`src/rtl/if_stage_pkg.sv`:
```
// Shared constants, state encoding and helpers for the instruction-fetch stage.
package if_stage_pkg;

  localparam logic RstEnable   = 1'b1;
  localparam logic ChipEnable  = 1'b1;
  localparam logic ChipDisable = 1'b0;
  localparam logic Stop        = 1'b1;
  localparam logic NoStop      = 1'b0;

  localparam int InstAddrBus = 32;
  localparam int InstBus     = 32;

  localparam logic [31:0] ZeroWord = 32'h0000_0000;

  typedef enum logic {
    IF_IDLE = 1'b0,
    IF_RUN  = 1'b1
  } if_state_e;

  // Instruction fetches must be word aligned.
  function automatic logic fetch_misaligned(input logic [1:0] addr_lo);
    return addr_lo != 2'b00;
  endfunction

endpackage

```
`src/rtl/if_stage_pc_reg.sv`:
```
// PC sequencer: IDLE/RUN state machine, next-PC mux, ROM enable and address.
// rom_addr is the PC itself (zero latency); stall holds the PC, flush overrides stall.
module if_stage_pc_reg
  import if_stage_pkg::*;
#(
  parameter int               ADDR_W   = InstAddrBus,
  parameter logic [ADDR_W-1:0] RESET_PC = '0
) (
  input  logic              clk,
  input  logic              rst,
  input  logic              stall,
  input  logic              flush,
  input  logic [ADDR_W-1:0] new_pc,
  input  logic              branch_flag_i,
  input  logic [ADDR_W-1:0] branch_target_i,
  output logic              rom_ce,
  output logic [ADDR_W-1:0] rom_addr
);

  if_state_e         state_q, state_d;
  logic [ADDR_W-1:0] pc_q, pc_d;

  always_comb begin
    state_d = state_q;
    pc_d    = pc_q;
    unique case (state_q)
      IF_IDLE: begin
        state_d = IF_RUN;
        pc_d    = RESET_PC;
      end
      IF_RUN: begin
        // A branch is only honoured on an unstalled cycle; flush drops it.
        if (flush) begin
          pc_d = new_pc;
        end else if (stall == NoStop) begin
          if (branch_flag_i) begin
            pc_d = branch_target_i;
          end else begin
            pc_d = pc_q + ADDR_W'(4);
          end
        end
      end
    endcase
  end

  always_ff @(posedge clk) begin
    if (rst == RstEnable) begin
      state_q <= IF_IDLE;
      pc_q    <= RESET_PC;
    end else begin
      state_q <= state_d;
      pc_q    <= pc_d;
    end
  end

  assign rom_ce   = (state_q == IF_RUN) ? ChipEnable : ChipDisable;
  assign rom_addr = pc_q;

endmodule

```
`src/rtl/if_stage.sv`:
```
// Instruction-fetch stage: drives the ROM and registers {pc, inst, valid, adel} into IF/ID.
// One edge from unstalled rom_addr to id_*; stall_if inserts bubbles, stall_id holds IF/ID.
module if_stage
  import if_stage_pkg::*;
#(
  parameter int                ADDR_W   = InstAddrBus,
  parameter int                INST_W   = InstBus,
  parameter logic [ADDR_W-1:0] RESET_PC = ADDR_W'(ZeroWord),
  parameter logic [INST_W-1:0] NOP_INST = INST_W'(ZeroWord)
) (
  input  logic              clk,
  input  logic              rst,
  input  logic              stall_if,
  input  logic              stall_id,
  input  logic              flush,
  input  logic [ADDR_W-1:0] new_pc,
  input  logic              branch_flag_i,
  input  logic [ADDR_W-1:0] branch_target_i,
  input  logic [INST_W-1:0] inst_i,
  output logic              rom_ce,
  output logic [ADDR_W-1:0] rom_addr,
  output logic [ADDR_W-1:0] id_pc,
  output logic [INST_W-1:0] id_inst,
  output logic              id_valid,
  output logic              id_adel
);

  // stall_id without stall_if is not a legal stall vector; fold it into a PC stall.
  logic pc_stall;
  assign pc_stall = stall_if | stall_id;

  if_stage_pc_reg #(
    .ADDR_W   (ADDR_W),
    .RESET_PC (RESET_PC)
  ) u_pc_reg (
    .clk             (clk),
    .rst             (rst),
    .stall           (pc_stall),
    .flush           (flush),
    .new_pc          (new_pc),
    .branch_flag_i   (branch_flag_i),
    .branch_target_i (branch_target_i),
    .rom_ce          (rom_ce),
    .rom_addr        (rom_addr)
  );

  logic fetch_adel;
  assign fetch_adel = (rom_ce == ChipEnable) && fetch_misaligned(rom_addr[1:0]);

  logic [ADDR_W-1:0] id_pc_q, id_pc_d;
  logic [INST_W-1:0] id_inst_q, id_inst_d;
  logic              id_valid_q, id_valid_d;
  logic              id_adel_q, id_adel_d;

  always_comb begin
    id_pc_d    = id_pc_q;
    id_inst_d  = id_inst_q;
    id_valid_d = id_valid_q;
    id_adel_d  = id_adel_q;
    if (flush) begin
      id_pc_d    = ADDR_W'(ZeroWord);
      id_inst_d  = NOP_INST;
      id_valid_d = 1'b0;
      id_adel_d  = 1'b0;
    end else if (stall_id == Stop) begin
      // decode is stalled: keep its view unchanged
    end else if (stall_if == Stop) begin
      id_inst_d  = NOP_INST;
      id_valid_d = 1'b0;
      id_adel_d  = 1'b0;
    end else begin
      id_pc_d    = rom_addr;
      id_inst_d  = fetch_adel ? NOP_INST : inst_i;
      id_valid_d = rom_ce;
      id_adel_d  = fetch_adel;
    end
  end

  always_ff @(posedge clk) begin
    if (rst == RstEnable) begin
      id_pc_q    <= ADDR_W'(ZeroWord);
      id_inst_q  <= NOP_INST;
      id_valid_q <= 1'b0;
      id_adel_q  <= 1'b0;
    end else begin
      id_pc_q    <= id_pc_d;
      id_inst_q  <= id_inst_d;
      id_valid_q <= id_valid_d;
      id_adel_q  <= id_adel_d;
    end
  end

  assign id_pc    = id_pc_q;
  assign id_inst  = id_inst_q;
  assign id_valid = id_valid_q;
  assign id_adel  = id_adel_q;

endmodule

```
`config.mk`:
```
export PLATFORM = sky130hd
export DESIGN_NAME = if_stage
export DESIGN_NICKNAME = d
export VERILOG_FILES = /design/src/rtl/if_stage_pkg.sv /design/src/rtl/if_stage_pc_reg.sv /design/src/rtl/if_stage.sv
export SDC_FILE = /design/constraint.sdc
export NUM_CORES = 1
export LEC_CHECK = 0
export ABC_AREA = 1
export BUFFER_PORTS_ARGS = -buffer_cell sky130_fd_sc_hd__buf_2
export CORE_UTILIZATION = 49
export CTS_CLUSTER_SIZE = 40
export DETAILED_ROUTE_END_ITERATION = 10
export PLACE_DENSITY = 0.91
export RECOVER_POWER = 50
export SYNTH_ARGS = -nofsm -noshare
export SYNTH_HDL_FRONTEND = slang
export SYNTH_SLANG_ARGS = --single-unit
export TNS_END_PERCENT = 10
```
`constraint.sdc`:
```
create_clock -name clk -period 2.2 [get_ports clk]
set_clock_uncertainty 0.2 [all_clocks]
set_input_delay 0.44 -clock clk [delete_from_list [all_inputs] [get_ports clk]]
set_output_delay 0.44 -clock clk [all_outputs]
set_load 0.02 [all_outputs]
```
==> impl_metrics.csv <==
group,metric,value,unit
cts,postCtsSetupBuffers,0,
place,io_buffers,200,
setup_path,timing.rr.start,"u_pc_reg.rom_addr[2]",
setup_path,ff2ff_setup_slack,220,ps
cts,path_clk_slew,100,ps
sta,final.setup.worst_slack,218,ps
setup_path,crit_arrival,2070,ps
route,wl_per_cell,14.3,um
floorplanning,core_area,9730,um2
floorplanning,die_height,102,um
logic_synthesis,synthCells,749,
route,wl,15300,um
setup_path,path_buf_inv,0,
run,drv_cap,0,
logic_synthesis,ys_seq_elements,99,
setup_path,critPathSlowestCell,"dfxtp_1",
global_route,grt_pass1_vias,4990,
floorplanning,die-area,10400,um2
logic_synthesis,netlist_area,4900,um2
place,routabilityCongestion,0.963,
sta,fin_crit_sh,90.1,%
cells_and_area,finalNetCount,1036,
setup_path,crit_type,"reg2reg",
floorplanning,ios,201,
cells_and_area,drive_above_1_share,20.5,%
worst_hold_path,hold_start,"inst_i[27]",
setup_path,end_kind,"register",
pwr,ir_worst_vdd,0.312,mV
cts,postCtsResizedCells,0,
cts,cts-htree-levels,3,
cells_and_area,num_antenna_cells,0,
sta,setup_tns,0,ps
outcome,status,"completed",
sta,rsz0062_at_grt,"false",
logic_synthesis,ys_types,28,
sta,period_needed,1980,ps
pwr,seq_power_share,51.0,%
place,place_ws,263,ps
pwr,p_int,2.61,mW
logic_synthesis,yosys_warnings,0,
logic_synthesis,post_synth_fa_ha_maj_area_fraction,0.255,%
logic_synthesis,synth_top_family_by_area,"simple AND/OR/NAND/NOR gates",
route,postRouteAntennaNets,0,
setup_path,cp_cell_sequence,"ha_1 > nand2_1 > nor2_1 > nand2_1 > nor2_4 > nand3_1 > nand2_1 > nand2_1 > nand2_1 > nand2_1 > a21oi_1",
cells_and_area,syn_to_final_growth,24.7,%
pwr,p_clk_share,33.2,%
logic_synthesis,synth_top_area_share,40.4,%
logic_synthesis,synth-compound-area-share,17.7,%
route,num_vias,5570,
sta,tightest_slew,808,ps
sta,setup_viol,0,
route,first_pass_iters,4,
route,drcViolationCount,0,
pwr,p_switching,1.15,mW
floorplanning,rows,36,
cells_and_area,stdcell_count,1071,
sta,max_clock_freq,505,MHz
cells_and_area,final_cell_mix,"231 x nand2_1, 137 x buf_2, 116 x a21oi_1, 108 x nor2_1, 99 x dfxtp_1",
logic_synthesis,yosys-top-cells-area,"dfxtp_1 40%, nand2_1 18%, a21oi_1 12%",
worst_hold_path,min_path_type,"in2reg",
place,dpl.hpwl,11200,um
setup_path,critPathLaunch,"u_pc_reg.rom_addr[2]",
cts,root_buffer,"clkbuf_8",
global_route,grt_max_degree,38,
cts,clk_path_buf_depth,2,
place,place_inst,1055,
place,placed_area,6000,um2
cells_and_area,layout_commonest_cell,"nand2_1",
cts,clk_latency,370,ps
pwr,p_leak,2.54,nW
setup_path,worstPathRequired,2290,ps
pwr,swShare,30.6,%
cts,cts.sinks,99,
cells_and_area,fin_area,6110,um2
sta,slew_headroom,46.1,%
global_route,grt_pass1_wl,23800,um
floorplanning,die_w,102,um
logic_synthesis,synth-xor-area-share,1.61,%
route,vias_per_cell,5.20,
setup_path,crit_fanout,5,
setup_path,critPathLaunchType,"register",
setup_path,path_common_cell,"nand2_1",
cells_and_area,fillCellCount,940,
cts,cts_hold_buf,0,
pwr,combPwrFrac,15.8,%
route,drtIter0Drc,271,
logic_synthesis,syn-num-nets,852,
sta,slew_violations,0,
logic_synthesis,synth-simple-area-share,33.2,%
cts,numCtsBuffers,9,
global_route,antenna_found_initial,0,
global_route,grt_use_total,29.3,%
global_route,grt.overflow.total,0,
logic_synthesis,synthMuxAreaShare,0,%
logic_synthesis,yosysTopAreaCell,"dfxtp_1",
logic_synthesis,ys_seq_area_share,40.4,%
setup_path,crit_family,"simple AND/OR/NAND/NOR gates",
logic_synthesis,syn_area_per_cell,6.55,um2
pwr,powerDensity,615,nW/um2
cts,cts_tree,"yes",
sta,hold_viol_final,0,
floorplanning,start_util,50.4,%
setup_path,slowest_delay,420,ps
[per-layer routing]
metal | part of all wire [%] | vias up | track usage (%)
met3 | 8.5 | 37 | 5.06
met4 | 3.0 | 0 | 13.4
met1 | 41 | 2480 | 35.4
met5 | 0 | - | 0
met2 | 48 | 278 | 50.7
li1 | - | 2775 | -
[area by class of cell]
class,count,area (um2),area share [%]
clock inverter,7,83.8,1.37
tap,133,166,2.72
inverter,34,128,2.09
clock buffer,9,124,2.03
multi-input combinational,573,2590,42.4
sequential,99,1980,32.4
timing repair buffer,216,1040,17.0
[logic make-up after synthesis]
family	count (synthesis)
AO/OA/AOI/OAI	169
XOR/XNOR	9
adder cells (fa/ha/maj)	1
buffers and inverters	77
flip-flops	99
AND/OR/NAND/NOR	394
[synth_stat cells]
cell and count:
xor2_1 7, dfxtp_1 99, buf_6 2, nor2_2 5
xnor2_1 2, nor2_8 1, nor2_4 6, nand2_1 231
nand2_2 3, nor2_1 108, o21ai_0 41, buf_4 5
ha_1 1, buf_2 5, and2_1 2, nor3_4 1
a21oi_2 3, o21ai_1 4, inv_2 3, a21oi_1 116
buf_1 8, nand3_1 33, inv_1 31, a211oi_1 1
clkbuf_1 22, clkbuf_4 1, o211ai_1 4, or2_2 4
[power groups by stage]
stage               logic, mW  clock network, mW  registers (mW)
finish                  0.593               1.25            1.92
global route            0.653               1.34            1.93
CTS                     0.601               1.26            1.92
detailed placement      0.597                  0            1.96
global placement        0.589                  0            1.96
floorplan               0.289                  0            2.02
[final timing paths]
path / cells after the start / to
setup / recovery: 11 / u_pc_reg.rom_addr[20]
hold / removal: 3 / id_inst[27]
setup reg to reg: 11 / u_pc_reg.rom_addr[20]
hold reg to reg: 2 / id_inst[29]
[sequential cells by signal (all words and copies together), names as in the netlist]
register,cells
u_pc_reg.state_q,1
id_valid,1
id_adel,1
u_pc_reg.rom_addr,32
id_inst,32
id_pc,32
[worst min-delay path: cells and delay by family]
family                 cells  cell delay [ps]
and+or+nand+nor            1               50
AOI/OAI and AO/OA          1               50
buffers and inverters      1              100
[through the flow]
step,power [mW],util (%),hold slack [ps]
floorplan,2.31,-,333
global placement,2.54,61.7,240
detailed placement,2.55,61.7,249
CTS,3.78,63.8,98.0
global route,3.92,62.8,96.7
finish,3.76,62.8,106
(Power assumes the default switching activity.)
